[config.mk]
export PLATFORM = sky130hd
export DESIGN_NAME = mem_port_arbiter
export DESIGN_NICKNAME = d
export VERILOG_FILES = /design/src/rtl/mem_port_arbiter.sv
export SDC_FILE = /design/constraint.sdc
export NUM_CORES = 1
export LEC_CHECK = 0
export ABC_CLOCK_PERIOD_IN_PS = 2940
export BUFFER_PORTS_ARGS = -buffer_cell sky130_fd_sc_hd__buf_2
export CORE_UTILIZATION = 51
export DETAILED_ROUTE_END_ITERATION = 10
export GPL_ROUTABILITY_DRIVEN = 0
export PLACE_DENSITY = 0.85
export SYNTH_ARGS = -nofsm -noshare
export SYNTH_HDL_FRONTEND = slang
export SYNTH_SLANG_ARGS = --single-unit
export TNS_END_PERCENT = 30
[constraint.sdc]
create_clock -name clk -period 2.94 [get_ports clk]
set_clock_uncertainty 0.15 [all_clocks]
set_input_delay 0.294 -clock clk [delete_from_list [all_inputs] [get_ports clk]]
set_output_delay 0.294 -clock clk [all_outputs]
set_load 0.1 [all_outputs]
[src/rtl/mem_port_arbiter.sv]
// mem_port_arbiter
// Shares one single-port synchronous memory between instruction fetch (read-only)
// and the data port. One access is in flight at a time. Each access drives mem_en
// for exactly one cycle, waits MEM_LAT cycles, then pulses the owner's ack.
// The data port has priority. A starvation counter lets fetch win once after
// STARVE_MAX consecutive data grants taken while fetch was waiting.
// A requester whose ack is high is skipped at that IDLE edge. That prevents a
// duplicate issue while the requester is still taking its request down.

module mem_port_arbiter #(
  parameter int ADDR_W     = 16,
  parameter int DATA_W     = 16,
  parameter int MEM_LAT    = 1,
  parameter int STARVE_MAX = 4
) (
  input  logic              clk,
  input  logic              rst_n,
  input  logic              if_req,
  input  logic [ADDR_W-1:0] if_addr,
  output logic [DATA_W-1:0] if_rdata,
  output logic              if_ack,
  output logic              if_stall,
  input  logic              dm_re,
  input  logic              dm_we,
  input  logic [ADDR_W-1:0] dm_addr,
  input  logic [DATA_W-1:0] dm_wdata,
  output logic [DATA_W-1:0] dm_rdata,
  output logic              dm_ack,
  output logic              dm_stall,
  output logic              mem_en,
  output logic              mem_we,
  output logic [ADDR_W-1:0] mem_addr,
  output logic [DATA_W-1:0] mem_wdata,
  input  logic [DATA_W-1:0] mem_rdata,
  output logic              busy,
  output logic              grant_dm
);

  localparam int CNT_W = $clog2(MEM_LAT + 1);
  localparam int STV_W = $clog2(STARVE_MAX + 1);

  localparam logic [0:0] ST_IDLE = 1'b0;
  localparam logic [0:0] ST_WAIT = 1'b1;

  localparam logic [CNT_W-1:0] LAT_INIT = CNT_W'(MEM_LAT);
  localparam logic [STV_W-1:0] STV_MAX  = STV_W'(STARVE_MAX);

  logic [0:0]       stateR;
  logic [CNT_W-1:0] cntR;
  logic [STV_W-1:0] starveCntR;
  logic             wrR;

  logic             dmReqS;
  logic             dmEligS;
  logic             ifEligS;
  logic             pickIfS;
  logic             pickDmS;
  logic [STV_W-1:0] starveNxtS;

  assign dmReqS   = dm_re | dm_we;
  assign dmEligS  = dmReqS & ~dm_ack;
  assign ifEligS  = if_req & ~if_ack;
  assign if_stall = if_req & ~if_ack;
  assign dm_stall = dmReqS & ~dm_ack;
  assign busy     = (stateR != ST_IDLE);

  // Choose the winner among the eligible requesters. The data port wins unless fetch has starved.
  always_comb begin
    pickIfS = 1'b0;
    pickDmS = 1'b0;
    if (ifEligS && (!dmEligS || (starveCntR == STV_MAX))) begin
      pickIfS = 1'b1;
    end else if (dmEligS) begin
      pickDmS = 1'b1;
    end else begin
      pickIfS = 1'b0;
      pickDmS = 1'b0;
    end
  end

  // Next starvation count. It only moves in IDLE and saturates at STARVE_MAX.
  always_comb begin
    starveNxtS = starveCntR;
    if (stateR == ST_IDLE) begin
      if (pickIfS || !if_req) begin
        starveNxtS = '0;
      end else if (pickDmS && (starveCntR != STV_MAX)) begin
        starveNxtS = starveCntR + STV_W'(1'b1);
      end else begin
        starveNxtS = starveCntR;
      end
    end else begin
      starveNxtS = starveCntR;
    end
  end

  // Access sequencer: issue in IDLE, count down the memory latency in WAIT, then deliver data and ack.
  always_ff @(posedge clk or negedge rst_n) begin
    if (!rst_n) begin
      stateR     <= ST_IDLE;
      cntR       <= '0;
      starveCntR <= '0;
      wrR        <= 1'b0;
      if_rdata   <= '0;
      if_ack     <= 1'b0;
      dm_rdata   <= '0;
      dm_ack     <= 1'b0;
      mem_en     <= 1'b0;
      mem_we     <= 1'b0;
      mem_addr   <= '0;
      mem_wdata  <= '0;
      grant_dm   <= 1'b0;
    end else begin
      starveCntR <= starveNxtS;
      case (stateR)
        ST_IDLE: begin
          if_ack <= 1'b0;
          dm_ack <= 1'b0;
          if (pickIfS || pickDmS) begin
            stateR    <= ST_WAIT;
            cntR      <= LAT_INIT;
            mem_en    <= 1'b1;
            grant_dm  <= pickDmS;
            wrR       <= pickDmS & dm_we;
            mem_we    <= pickDmS & dm_we;
            mem_addr  <= pickDmS ? dm_addr : if_addr;
            mem_wdata <= pickDmS ? dm_wdata : '0;
          end
        end
        ST_WAIT: begin
          mem_en <= 1'b0;
          mem_we <= 1'b0;
          if (cntR != '0) begin
            cntR <= cntR - CNT_W'(1'b1);
          end else begin
            stateR <= ST_IDLE;
            if (grant_dm) begin
              dm_ack <= 1'b1;
              if (!wrR) begin
                dm_rdata <= mem_rdata;
              end
            end else begin
              if_ack   <= 1'b1;
              if_rdata <= mem_rdata;
            end
          end
        end
        default: begin
          stateR <= ST_IDLE;
          mem_en <= 1'b0;
          mem_we <= 1'b0;
          if_ack <= 1'b0;
          dm_ack <= 1'b0;
        end
      endcase
    end
  end

endmodule

After elaboration in Yosys (flattened, before gate mapping)
Cells that the tools add are included.
{"block": "op_classes", "reduce_logical": 14, "n_eq_ne": 6, "n_addsub": 2, "n_bitwise": 10, "mux": 22}
{"cell": "two-way mux 16 bit", "count": 2}
{"cell": "two-way mux 1 bit", "count": 12}
{"cell": "one-hot mux 1 bit (2 select lines)", "count": 6}
{"cell": "AND reduction 2 bit", "count": 4}
{"cell": "two-way mux 3 bit", "count": 2}
{"cell": "inequality test 2 bit, second input constant", "count": 3}
{"cell": "NOT 1 bit", "count": 6}
{"cell": "AND reduction 4 bit", "count": 1}
{"cell": "adder 3 x 1 -> 3 bit, second input constant", "count": 1}
{"cell": "bitwise AND 1 bit", "count": 3}
{"cell": "== test 3 bit, second input constant", "count": 1}
{"cell": "logical OR 1 bit", "count": 3}
{"cell": "inequality test 3 bit, second input constant", "count": 1}
{"cell": "AND reduction 3 bit", "count": 1}
{"cell": "logical AND 1 bit", "count": 2}
{"cell": "zero test 1 bit", "count": 2}
{"cell": "inequality test 2 x 1 -> 1 bit, second input constant", "count": 1}
{"cell": "nonzero test 2 bit", "count": 1}
{"cell": "bitwise OR 1 bit", "count": 1}
{"cell": "subtractor 1 bit, second input constant", "count": 1}
{"block": "word_totals", "ff_bits": 75, "inputBits": 69, "output_inout_bits": 72}

Longest topological paths before layout
{"block": "logic_depth", "word_depth": 9, "mapped_depth": 7, "ltp_nobuf": 5}

Least setup slack after synthesis
OpenSTA, ideal clock, no wires.
{"block": "synth_timing", "path_type": "register -> register", "start": "register dm_ack", "end": "register mem_addr[13]", "path_slack_ns": 0.157, "path_buffers": 1, "stages_incl_launch_ff": 6, "period_less_slack_ns": 2.783, "arrival_ns": 2.550, "cell_sequence": "dfrtp_1 o21bai_4 inv_2 clkbuf_1 nand3_1 a31oi_1"}
{"block": "synth_via", "elab_chain_cells": 8}
{"element": "from (decl)", "line": "28", "source": "output logic dm_ack,"}
{"element": "from (signal assigned)", "line": "107", "source": "dm_ack <= 1'b0;"}
{"element": "from (signal assigned)", "line": "118", "source": "dm_ack <= 1'b0;"}
{"element": "from (signal assigned)", "line": "138", "source": "dm_ack <= 1'b1;"}
{"element": "NOT 1 bit *"}
{"element": "bitwise AND 1 bit *"}
{"element": "via dm_stall", "line": "29", "source": "output logic dm_stall,"}
{"element": "zero test 1 bit", "line": "71", "source": "if (ifEligS && (!dmEligS || (starveCntR == STV_MAX))) begin"}
{"element": "logical OR 1 bit", "line": "71"}
{"element": "logical AND 1 bit", "line": "71"}
{"element": "two-way mux 1 bit", "line": "71"}
{"element": "logical OR 1 bit", "line": "119", "source": "if (pickIfS || pickDmS) begin"}
{"element": "AND reduction 2 bit (no line)"}
{"element": "to (signal assigned)", "line": "126", "source": "mem_addr <= pickDmS ? dm_addr : if_addr;"}
{"element": "to (decl)", "line": "32", "source": "output logic [ADDR_W-1:0] mem_addr,"}
The timed path passes the listed nets; every way through them passes the cells marked *.
A chain may end at the register's enable or synchronous reset.

Worst setup path in the final report
{"block": "layout_timing", "start": "register dm_ack", "end": "output dm_stall"}
{"block": "layout_via", "elab_chain_cells": 2}
{"element": "NOT 1 bit", "line": "64", "source": "assign dm_stall = dmReqS & ~dm_ack;"}
{"element": "bitwise AND 1 bit", "line": "64"}
{"element": "to (decl)", "line": "29"}
Every way passes these cells.

==> results.py <==
metrics = {
    "cells_and_area": {
        "final_nets": 458,
        "regArea_mm2": 0.001852,
        "antenna_cells": 0,
        "multi_input_area_mm2": 0.001222,
        "fill_cells": 446,
        "instances_no_fill": 467,
        "fin_util_pct": 69.89,
        "final_cell_mix": "buf_2, dfrtp_1, mux2_2",
        "area_growth_pct": 30.57,
        "final_common_cell": "buf_2",
        "drive_above_1_share_pct": 55.10,
    },
    "worst_hold_path": {
        "hold_class": "input port to flip-flop",
        "hold_end": "mem_wdata[8]$_DFFE_PN0P_",
        "hp-start": "dm_wdata[8]",
        "worstHoldPathCells": 2,
    },
    "clocking": {
        "cts_tree": "built",
        "numCtsBuffers": 9,
        "htree_num_levels": 3,
        "clk_pin_slew_ps": 90,
        "clock-root-buffer": "clkbuf_8",
        "clockBufferDepth": 2,
        "cts_resized": 0,
        "clock-sinks": 74,
        "insertion_delay_ps": 340,
    },
    "placement": {
        "port_buffers": 140,
        "dp_cells": 448,
        "place_ws_ps": 625.6,
        "dp_hpwl_mm": 5.148,
    },
    "worst_setup_path": {
        "slowest_stage": "buf_2",
        "path_class": "flip-flop to primary output",
        "r2r_start": "starveCntR[0]$_DFFE_PN0P_",
        "worst-path-max-fanout": 27,
        "r2r_cells": 5,
        "cp.arrival_ps": 1950,
        "ff2ff_setup_slack_ps": 800,
        "endpoint_kind": "primary output",
        "cp_cell_sequence": "o21bai_4 > inv_2 > buf_2",
        "start_kind": "flip-flop",
        "crit_required_ps": 2500,
        "cp_slowest_stage_delay_ps": 520,
        "regToRegEndpoint": "mem_wdata[6]$_DFFE_PN0P_",
    },
    "logic_synthesis": {
        "ys_ff_latch": 74,
        "synth_cell_types": 37,
        "synth_top_area_share_pct": 57.41,
        "yosysWarnings": 0,
        "ys_seq_area_share_pct": 57.41,
        "synthFlopType": "dfrtp_1",
        "synth_edf_count": 0,
        "synth_area_leader_cell": "dfrtp_1",
        "syn_inst": 250,
        "synth-async-reset-ratio_pct": 100.0,
        "syn_avg_cell_area_um2": 12.90,
        "syn-cell-area_mm2": 0.003226,
        "yosys-top-cells-area": "dfrtp_1, mux2_2, a22o_2",
        "syn-num-nets": 321,
    },
    "sta": {
        "worstMarginPinSlew_ps": 889.4,
        "hold_viol_final": 0,
        "fmax_mhz": 417.0,
        "fin_crit_ps": 2398,
        "slew_viol_final": 0,
        "finalSetupTns_ps": 0,
        "max_slew_margin_pct": 40.71,
        "setup_viol_count_final": 0,
        "finalCritPeriodShare_pct": 81.58,
        "worst_slack_ps": 541.7,
        "rsz0062_at_grt": "false",
    },
    "global_route": {
        "grt_pass1_vias": 2459,
        "grt_first_pass_wirelength_mm": 11.36,
        "grt_overflow_total": 0,
        "grt_max_degree": 75,
        "grt_usage_pct": 22.92,
        "antenna_found_initial": 0,
    },
    "detailed_routing": {
        "ant_nets": 0,
        "via_count": 2646,
        "dr_wl_met2_mm": 3.654,
        "drc": 0,
        "drtIter0Drc": 137,
        "wl_met3_um": 642,
        "drt-pass1-iter-count": 5,
        "via_per_inst": 5.666,
        "drt-total-wl_mm": 7.595,
        "routed.top_layer": "met4",
        "wl_met1_mm": 3.218,
        "wl_per_cell_um": 16.26,
    },
    "floorplan": {
        "io_pins": 141,
        "row_count": 28,
        "core_mm2": 0.006026,
        "dieArea_mm2": 0.006646,
        "die_w_um": 81.53,
        "start_util_pct": 53.53,
        "dieHeight_um": 81.53,
    },
    "job": {
        "max-cap-violations": 0,
    },
    "outcome": {
        "outcome": "completed",
    },
}
-- worst max-delay path, delay by kind of cell, from the launching register on --
family          cells  cell delay (ps)
buf+inv             2              920
flops               1              400
compound gates      1              300
-- logic make-up after synthesis --
group | Yosys count | synth area share [%]
AO/OA/AOI/OAI | 80 | 18.19
adder cells (fa/ha/maj) | 2 | 0.7757
buffers and inverters | 26 | 4.693
flip-flops | 74 | 57.41
multiplexers | 33 | 11.52
AND/OR/NAND/NOR | 35 | 7.409
-- area by class of cell --
class                   instances  share of cell area (%)
clock buffers                  10                   3.030
clock inverters                 6                   3.268
inverters                       6                  0.5348
multi-input cells             150                   29.03
flip-flops and latches         74                   43.97
well taps                      75                   2.228
repair buffers                146                   17.94
-- registers in the layout, indices dropped and copies added, names as in the netlist, 3 cells and up --
signal and count:
mem_addr 16, dm_rdata 16, mem_wdata 16, starveCntR 3
if_rdata 16
-- synth_stat cells (2+ instances only) --
| cell type | number |
|---|---|
| nor3b_4 | 2 |
| o21ai_0 | 17 |
| nand2_1 | 3 |
| ha_1 | 2 |
| a211oi_1 | 16 |
| dfrtp_1 | 74 |
| a21oi_1 | 4 |
| inv_1 | 4 |
| a31oi_1 | 17 |
| nand3_1 | 19 |
| a22o_2 | 15 |
| mux2_2 | 33 |
| clkbuf_1 | 4 |
| buf_6 | 5 |
| clkbuf_2 | 2 |
| inv_2 | 2 |
| nand4b_1 | 2 |
| buf_2 | 8 |
| a22o_1 | 3 |
-- through the flow --
| step | hold WS (ps) | area (µm²) |
|---|---|---|
| after global placement | 323.0 | 3916 |
| final | 27.98 | 4212 |
| after global routing | -1.641 | 4212 |
| after CTS | 12.89 | 4192 |
| after floorplan | -151.6 | 3226 |
| after detailed placement | 333.1 | 3916 |
-- layer usage --
metal  GRT usage (%)  vias to the layer above
met2           36.83                      150
li1                -                     1215
met1           28.63                     1272
met4           9.464                        0
met3           7.000                        9
met5               0                        -
-- worst max path at each step --
stage / start / to / slack (ps) / depth (start not counted)
6_report: dm_ack$_DFFE_PN0P_ / dm_stall / 540 / 3
4_1_cts: dm_ack$_DFFE_PN0P_ / dm_stall / 550 / 3
5_1_grt: dm_ack$_DFFE_PN0P_ / dm_stall / 440 / 3
3_5_place_dp: dm_we / mem_wdata[14]$_DFFE_PN0P_ / 630 / 5
2_1_floorplan: dm_ack$_DFFE_PN0P_ / mem_addr[13]$_DFFE_PN0P_ / 160 / 5
3_3_place_gp: dm_re / mem_wdata[0]$_DFFE_PN0P_ / 720 / 5
-- repair_timing --
action                                  CTS  global route
hold buffers                              1             2
setup buffers                             0             0
hold endpoints to repair                 74             2
endpoints found under the setup margin    0             0
Power is left out: the tool's default activity adds up to more than one toggle a clock period on the data nets, which glitch-free logic cannot reach.
